<file path="config.mk">
export PLATFORM = sky130hd
export DESIGN_NAME = ct_mat_exu_alu_seq_ctrl
export DESIGN_NICKNAME = d
export VERILOG_FILES = /design/src/rtl/ct_mat_exu_alu_seq_ctrl.sv
export SDC_FILE = /design/constraint.sdc
export NUM_CORES = 1
export LEC_CHECK = 0
export BUFFER_PORTS_ARGS = -buffer_cell sky130_fd_sc_hd__clkbuf_2
export CORE_ASPECT_RATIO = 2
export CORE_MARGIN = 3
export CORE_UTILIZATION = 30
export CTS_CLUSTER_SIZE = 12
export DETAILED_ROUTE_END_ITERATION = 10
export PLACE_DENSITY_LB_ADDON = 0.1
export REMOVE_ABC_BUFFERS = 1
export SKIP_CTS_REPAIR_TIMING = 1
export SKIP_LAST_GASP = 1
export SLEW_MARGIN = 30
export SYNTH_ARGS = -nofsm -noshare
export SYNTH_HDL_FRONTEND = slang
export SYNTH_SLANG_ARGS = --single-unit
</file>
<file path="constraint.sdc">
create_clock -name forever_cpuclk -period 4.4 [get_ports forever_cpuclk]
set_clock_uncertainty 0.1 [all_clocks]
set_input_delay 0.88 -clock forever_cpuclk [delete_from_list [all_inputs] [get_ports forever_cpuclk]]
set_output_delay 0.88 -clock forever_cpuclk [all_outputs]
set_load 0.1 [all_outputs]
</file>
<file path="src/rtl/ct_mat_exu_alu_seq_ctrl.sv">
// Matrix ALU beat sequencer: walks an accepted instruction's sizeM x sizeK tile in
// DP_BYTES-wide micro-ops, then raises a one-cycle commit on the pipe8 completion bus.
module ct_mat_exu_alu_seq_ctrl #(
    parameter int unsigned DP_BYTES = 16,
    parameter int unsigned BW       = $clog2(DP_BYTES) + 1
) (
    input  logic          forever_cpuclk,
    input  logic          cpurst_b,
    input  logic          rtu_yy_xx_flush,
    input  logic          ex1_inst_vld,
    input  logic [6:0]    ex1_iid,
    input  logic [10:0]   ex1_mat_op,
    input  logic [1:0]    ex1_elem_width,
    input  logic [15:0]   x_sizeK,
    input  logic [7:0]    x_sizeM,
    output logic          seq_idle,
    output logic          uop_vld,
    input  logic          uop_rdy,
    output logic [7:0]    uop_row,
    output logic [15:0]   uop_col,
    output logic [BW-1:0] uop_bytes,
    output logic          uop_last,
    output logic [10:0]   uop_op,
    output logic [1:0]    uop_elem_width,
    output logic          mat_alu_cbus_ex1_pipe8_sel,
    output logic [6:0]    mat_alu_cbus_ex1_pipe8_iid
);

    typedef enum logic [1:0] {
        IDLE = 2'd0,
        RUN  = 2'd1,
        DONE = 2'd2
    } seq_state_t;

    localparam logic [16:0] STEP_EXT = 17'(DP_BYTES);
    localparam logic [15:0] STEP     = 16'(DP_BYTES);

    seq_state_t  state;
    logic        idle_q;
    logic [6:0]  iid_l;
    logic [10:0] op_l;
    logic [1:0]  ew_l;
    logic [15:0] size_k_l;
    logic [7:0]  size_m_l;
    logic [7:0]  row;
    logic [15:0] col;

    logic        is_run;
    logic        is_done;
    logic [16:0] col_end_ext;
    logic        row_end;
    logic        row_final;
    logic [15:0] remain;
    logic        handshake;
    logic        zero_tile;

    // Beat geometry; the 17-bit end offset keeps sizeK=0xFFFF from wrapping.
    assign is_run      = (state == RUN);
    assign is_done     = (state == DONE);
    assign col_end_ext = {1'b0, col} + STEP_EXT;
    assign row_end     = (col_end_ext >= {1'b0, size_k_l});
    assign row_final   = (row == size_m_l - 8'd1);
    assign remain      = size_k_l - col;
    assign handshake   = uop_vld && uop_rdy;
    assign zero_tile   = (x_sizeM == 8'd0) || (x_sizeK == 16'd0);

    assign seq_idle       = idle_q;
    assign uop_vld        = is_run && !rtu_yy_xx_flush;
    assign uop_row        = is_run ? row : 8'd0;
    assign uop_col        = is_run ? col : 16'd0;
    assign uop_bytes      = !is_run         ? BW'(0) :
                            (remain < STEP) ? BW'(remain) : BW'(DP_BYTES);
    assign uop_last       = is_run && row_end && row_final;
    assign uop_op         = op_l;
    assign uop_elem_width = ew_l;

    assign mat_alu_cbus_ex1_pipe8_sel = is_done && !rtu_yy_xx_flush;
    assign mat_alu_cbus_ex1_pipe8_iid = (state == IDLE) ? 7'd0 : iid_l;

    // Sequencer state, tile walk position and latched instruction fields.
    always_ff @(posedge forever_cpuclk) begin
        if (!cpurst_b) begin
            state    <= IDLE;
            idle_q   <= 1'b1;
            iid_l    <= 7'd0;
            op_l     <= 11'd0;
            ew_l     <= 2'd0;
            size_k_l <= 16'd0;
            size_m_l <= 8'd0;
            row      <= 8'd0;
            col      <= 16'd0;
        end else if (rtu_yy_xx_flush) begin
            state  <= IDLE;
            idle_q <= 1'b1;
        end else begin
            case (state)
                IDLE: begin
                    if (ex1_inst_vld) begin
                        iid_l    <= ex1_iid;
                        op_l     <= ex1_mat_op;
                        ew_l     <= ex1_elem_width;
                        size_k_l <= x_sizeK;
                        size_m_l <= x_sizeM;
                        row      <= 8'd0;
                        col      <= 16'd0;
                        idle_q   <= 1'b0;
                        state    <= zero_tile ? DONE : RUN;
                    end
                end
                RUN: begin
                    if (handshake) begin
                        if (!row_end) begin
                            col <= col + STEP;
                        end else if (!row_final) begin
                            col <= 16'd0;
                            row <= row + 8'd1;
                        end else begin
                            state <= DONE;
                        end
                    end
                end
                DONE: begin
                    state  <= IDLE;
                    idle_q <= 1'b1;
                end
                default: begin
                    state  <= IDLE;
                    idle_q <= 1'b1;
                end
            endcase
        end
    end

endmodule

</file>
==> summary.md <==
| Metric | Value |
|---|---|
| Crit path max fanout | 4 |
| Peak supply drop | 218 µV |
| FFs w/ async S/R, synth | 0% |
| Final HPWL DP | 11.4 mm |
| Part of the power in registers | 38.2% |
| I/O Buffers | 97 |
| Final wirelength | 14.4 mm |
| Final Cycle Share | 96.6% |
| Ant. Diodes | 0 |
| Setup crit start | col[4]$_SDFFE_PN0P_ |
| Fin crit period | 4250 ps |
| Routability cong. | 0.841 |
| Cell depth of the worst flop-to-flop path | 12 |
| Setup crit start kind | register |
| Least-Margin Pin Slew | 829 ps |
| Antenna violations before repair | 0 |
| Vias per inst | 5.00 |
| Cells after Synth | 580 |
| Synth Register Bits | 67 |
| Clk_lat worst skew | 330 ps |
| Status | completed |
| TritonCTS clock tree | done |
| RR Startpoint | col[4]$_SDFFE_PN0P_ |
| Commonest cells in the netlist | 117 x nand2_1, 69 x a21oi_1, 67 x dfxtp_1 |
| DIE AREA | 16100 µm² |
| Top Ports | 102 |
| Hold_sp | iid_l[6]$_SDFFE_PN0P_ |
| Routed Antenna Nets | 0 |
| P_int | 1130 µW |
| PwrDens | 313 nW/µm² |
| CTS Root Buffer Type | clkbuf_16 |
| GRT Util Overall | 18.2% |
| Sw frac | 33.0% |
| Endpoint, Worst Hold | iid_l[6]$_SDFFE_PN0P_ |
| Final #Nets | 754 |
| Setup Total Neg Slack | 0 ps |
| Clock power share | 41.0% |
| TritonCTS buffer count | 9 |
| Initial Util | 31.0% |
| Avg Inst Size Synth | 7.50 µm² |
| Clk sink count | 67 |
| Type of the worst setup path | register to output pin |
| Most common flop cell mapped by yosys | dfxtp_1 |
| Seq/Total Area, Yosys | 30.8% |
| Total gr overflow | 0 |
| Clock-pin slew on the worst setup and hold paths | 60 ps |
| DRC errors left | 0 |
| Num rows | 61 |
| DRT iter0 DRCs | 152 |
| Yosys cell types | 59 |
| Core ar. | 14000 µm² |
| Worst EP required | 3420 ps |
| Max-slew violations | 0 |
| F_max | 0.235 GHz |
| DR pass1 iterations | 4 |
| Area of the multi-input gates | 2810 µm² |
| Worst Hold Class | register to register |
| Crit path capture type | output pin |
| Via count | 4354 |
| Sequential standard cell area | 1340 µm² |
| # H-tree levels | 3 |
| First-pass GRT wire length | 22.8 mm |
| Synth area leaders | dfxtp_1 31%, nand2_1 10%, ha_1 8.3%, a21oi_1 7.9%, xnor2_1 3.6% |
| Die height | 176 µm |
| Hold depth | 2 |
| Number of synthesized flops with an enable pin | 0 |
| Layout cell share with drive strength beyond 1 | 21.3% |
| Area share of the largest cell type after synthesis | 30.8% |
| Final Hold Fails | 0 |
| Unrepaired setup endpoints after global routing | yes |
| Layout area overhead | 24.1% |
| RR Endpoint | col[15]$_SDFFE_PN0P_ |
| Data arrival time of the worst path | 3270 ps |
| Leak | 0.00220 µW |
| Buffer depth of the longest clock path | 2 |
| R2R setup slack | 590 ps |
| Gate power share | 20.8% |
| Pin count of the biggest net entering global routing | 39 |
| Die width | 91.2 µm |
| Fillcell total | 1561 |
| Worst rel slew slack | 44.7% |
| Ys Warns | 0 |
| Most frequent cell after synthesis | nand2_1 |
| Vias in the first global route | 4293 |
| Leading area contributor after synthesis | dfxtp_1 |
| Final Setup Violations | 0 |
| Final Core Density | 38.4% |
| Routed len/inst | 16.5 µm |
| Maxcap violations | 0 |
| Sw Pwr | 557 µW |
| Post-synthesis cell area | 4350 µm² |
## worst max path at each step
stage,slack [ps],depth (start not counted),end
after floorplan,-620,9,uop_bytes[0]
final,150,11,uop_last
after global routing,-40,11,uop_last
after global placement,250,11,uop_last
after CTS,-200,11,uop_last
after detailed placement,180,11,uop_last
## sequential cells by signal, indices dropped and copies added (netlist names)
signal and flops:
col 12, iid_l 7, row 8, seq_idle 1, size_k_l 16, size_m_l 8, state 2, uop_elem_width 2
uop_op 11
## per-layer routing
layer  part of all wire (%)  track usage [%]  up-vias
met1                     36             18.2     2024
met5                      0                0        -
met2                     57             36.6      102
met3                    3.5             2.64       25
met4                    3.2             7.12        0
li1                       -                -     2203
## final cells by class
class | instances | share of cell area [%]
Clock buffer | 9 | 4.17
Timing Repair Buffer | 107 | 10.8
Inverter | 37 | 2.57
Clock inverter | 7 | 1.09
Sequential cell | 67 | 24.9
Multi-Input combinational cell | 454 | 52.1
Tap cell | 189 | 4.38
## cells in the final DEF, fill, tap and decap left out, drive strengths merged, types with 3 or more instances in the layout
master  count
a221oi      3
a21o        7
a211oi      3
inv        39
xor2        6
nand2     117
and3        5
and2       11
dfxtp      67
nor2b      11
o21ai      19
nand4       9
clkbuf    103
nor3b       3
ha         29
xnor2      18
buf        13
o31ai       5
conb        6
nor4       10
o221ai      9
nor2       28
clkinv      3
mux2i       4
o211ai      5
or3         9
a21oi      69
nor3       10
nand3      14
nand2b     11
or4         4
## power by group through the flow
stage,Combinational (µW),Clock [µW],Sequential (µW)
floorplan,209,0,697
global placement,342,0,658
detailed placement,346,0,659
CTS,347,718,645
global route,384,741,648
finish,352,693,645
## metrics by stage
stage | instances | hold WS (ps) | setup WS (ps) | area, µm² | power [µW]
final | 870 | 348 | 151 | 5400 | 1690
after global routing | 870 | 371 | -43.5 | 5400 | 1770
after CTS | 868 | 351 | -203 | 5320 | 1710
after detailed placement | 852 | 342 | 183 | 5040 | 1000
after global placement | 852 | 339 | 254 | 5040 | 1000
after floorplan | 558 | 332 | -620 | 4240 | 906
## worst max-delay path, stage by stage, from the launching register on
cell and delay [ps]:
dfxtp_1 370, ha_2 240, nand3_2 120, or4_4 470
xnor2_1 150, ha_1 310, a21oi_1 130, o21ai_0 110
or2_2 330, o311ai_4 330, a211oi_2 160, buf_12 220
## kinds of logic (layout without fill, tap and decap cells)
| logic type | count (synthesis) | in the layout | synth area share [%] |
|---|---|---|---|
| xor gates and xnor gates | 24 | 24 | 4.83 |
| adders and majority gates | 29 | 29 | 8.34 |
| other | 2 | 6 | 0.173 |
| buffers and inverters | 63 | 160 | 6.01 |
| AOI/OAI and AO/OA | 137 | 137 | 20.1 |
| and+or+nand+nor | 253 | 253 | 28.5 |
| DFF | 67 | 67 | 30.8 |
| muxes | 5 | 5 | 1.18 |
(Power assumes the default switching activity.)
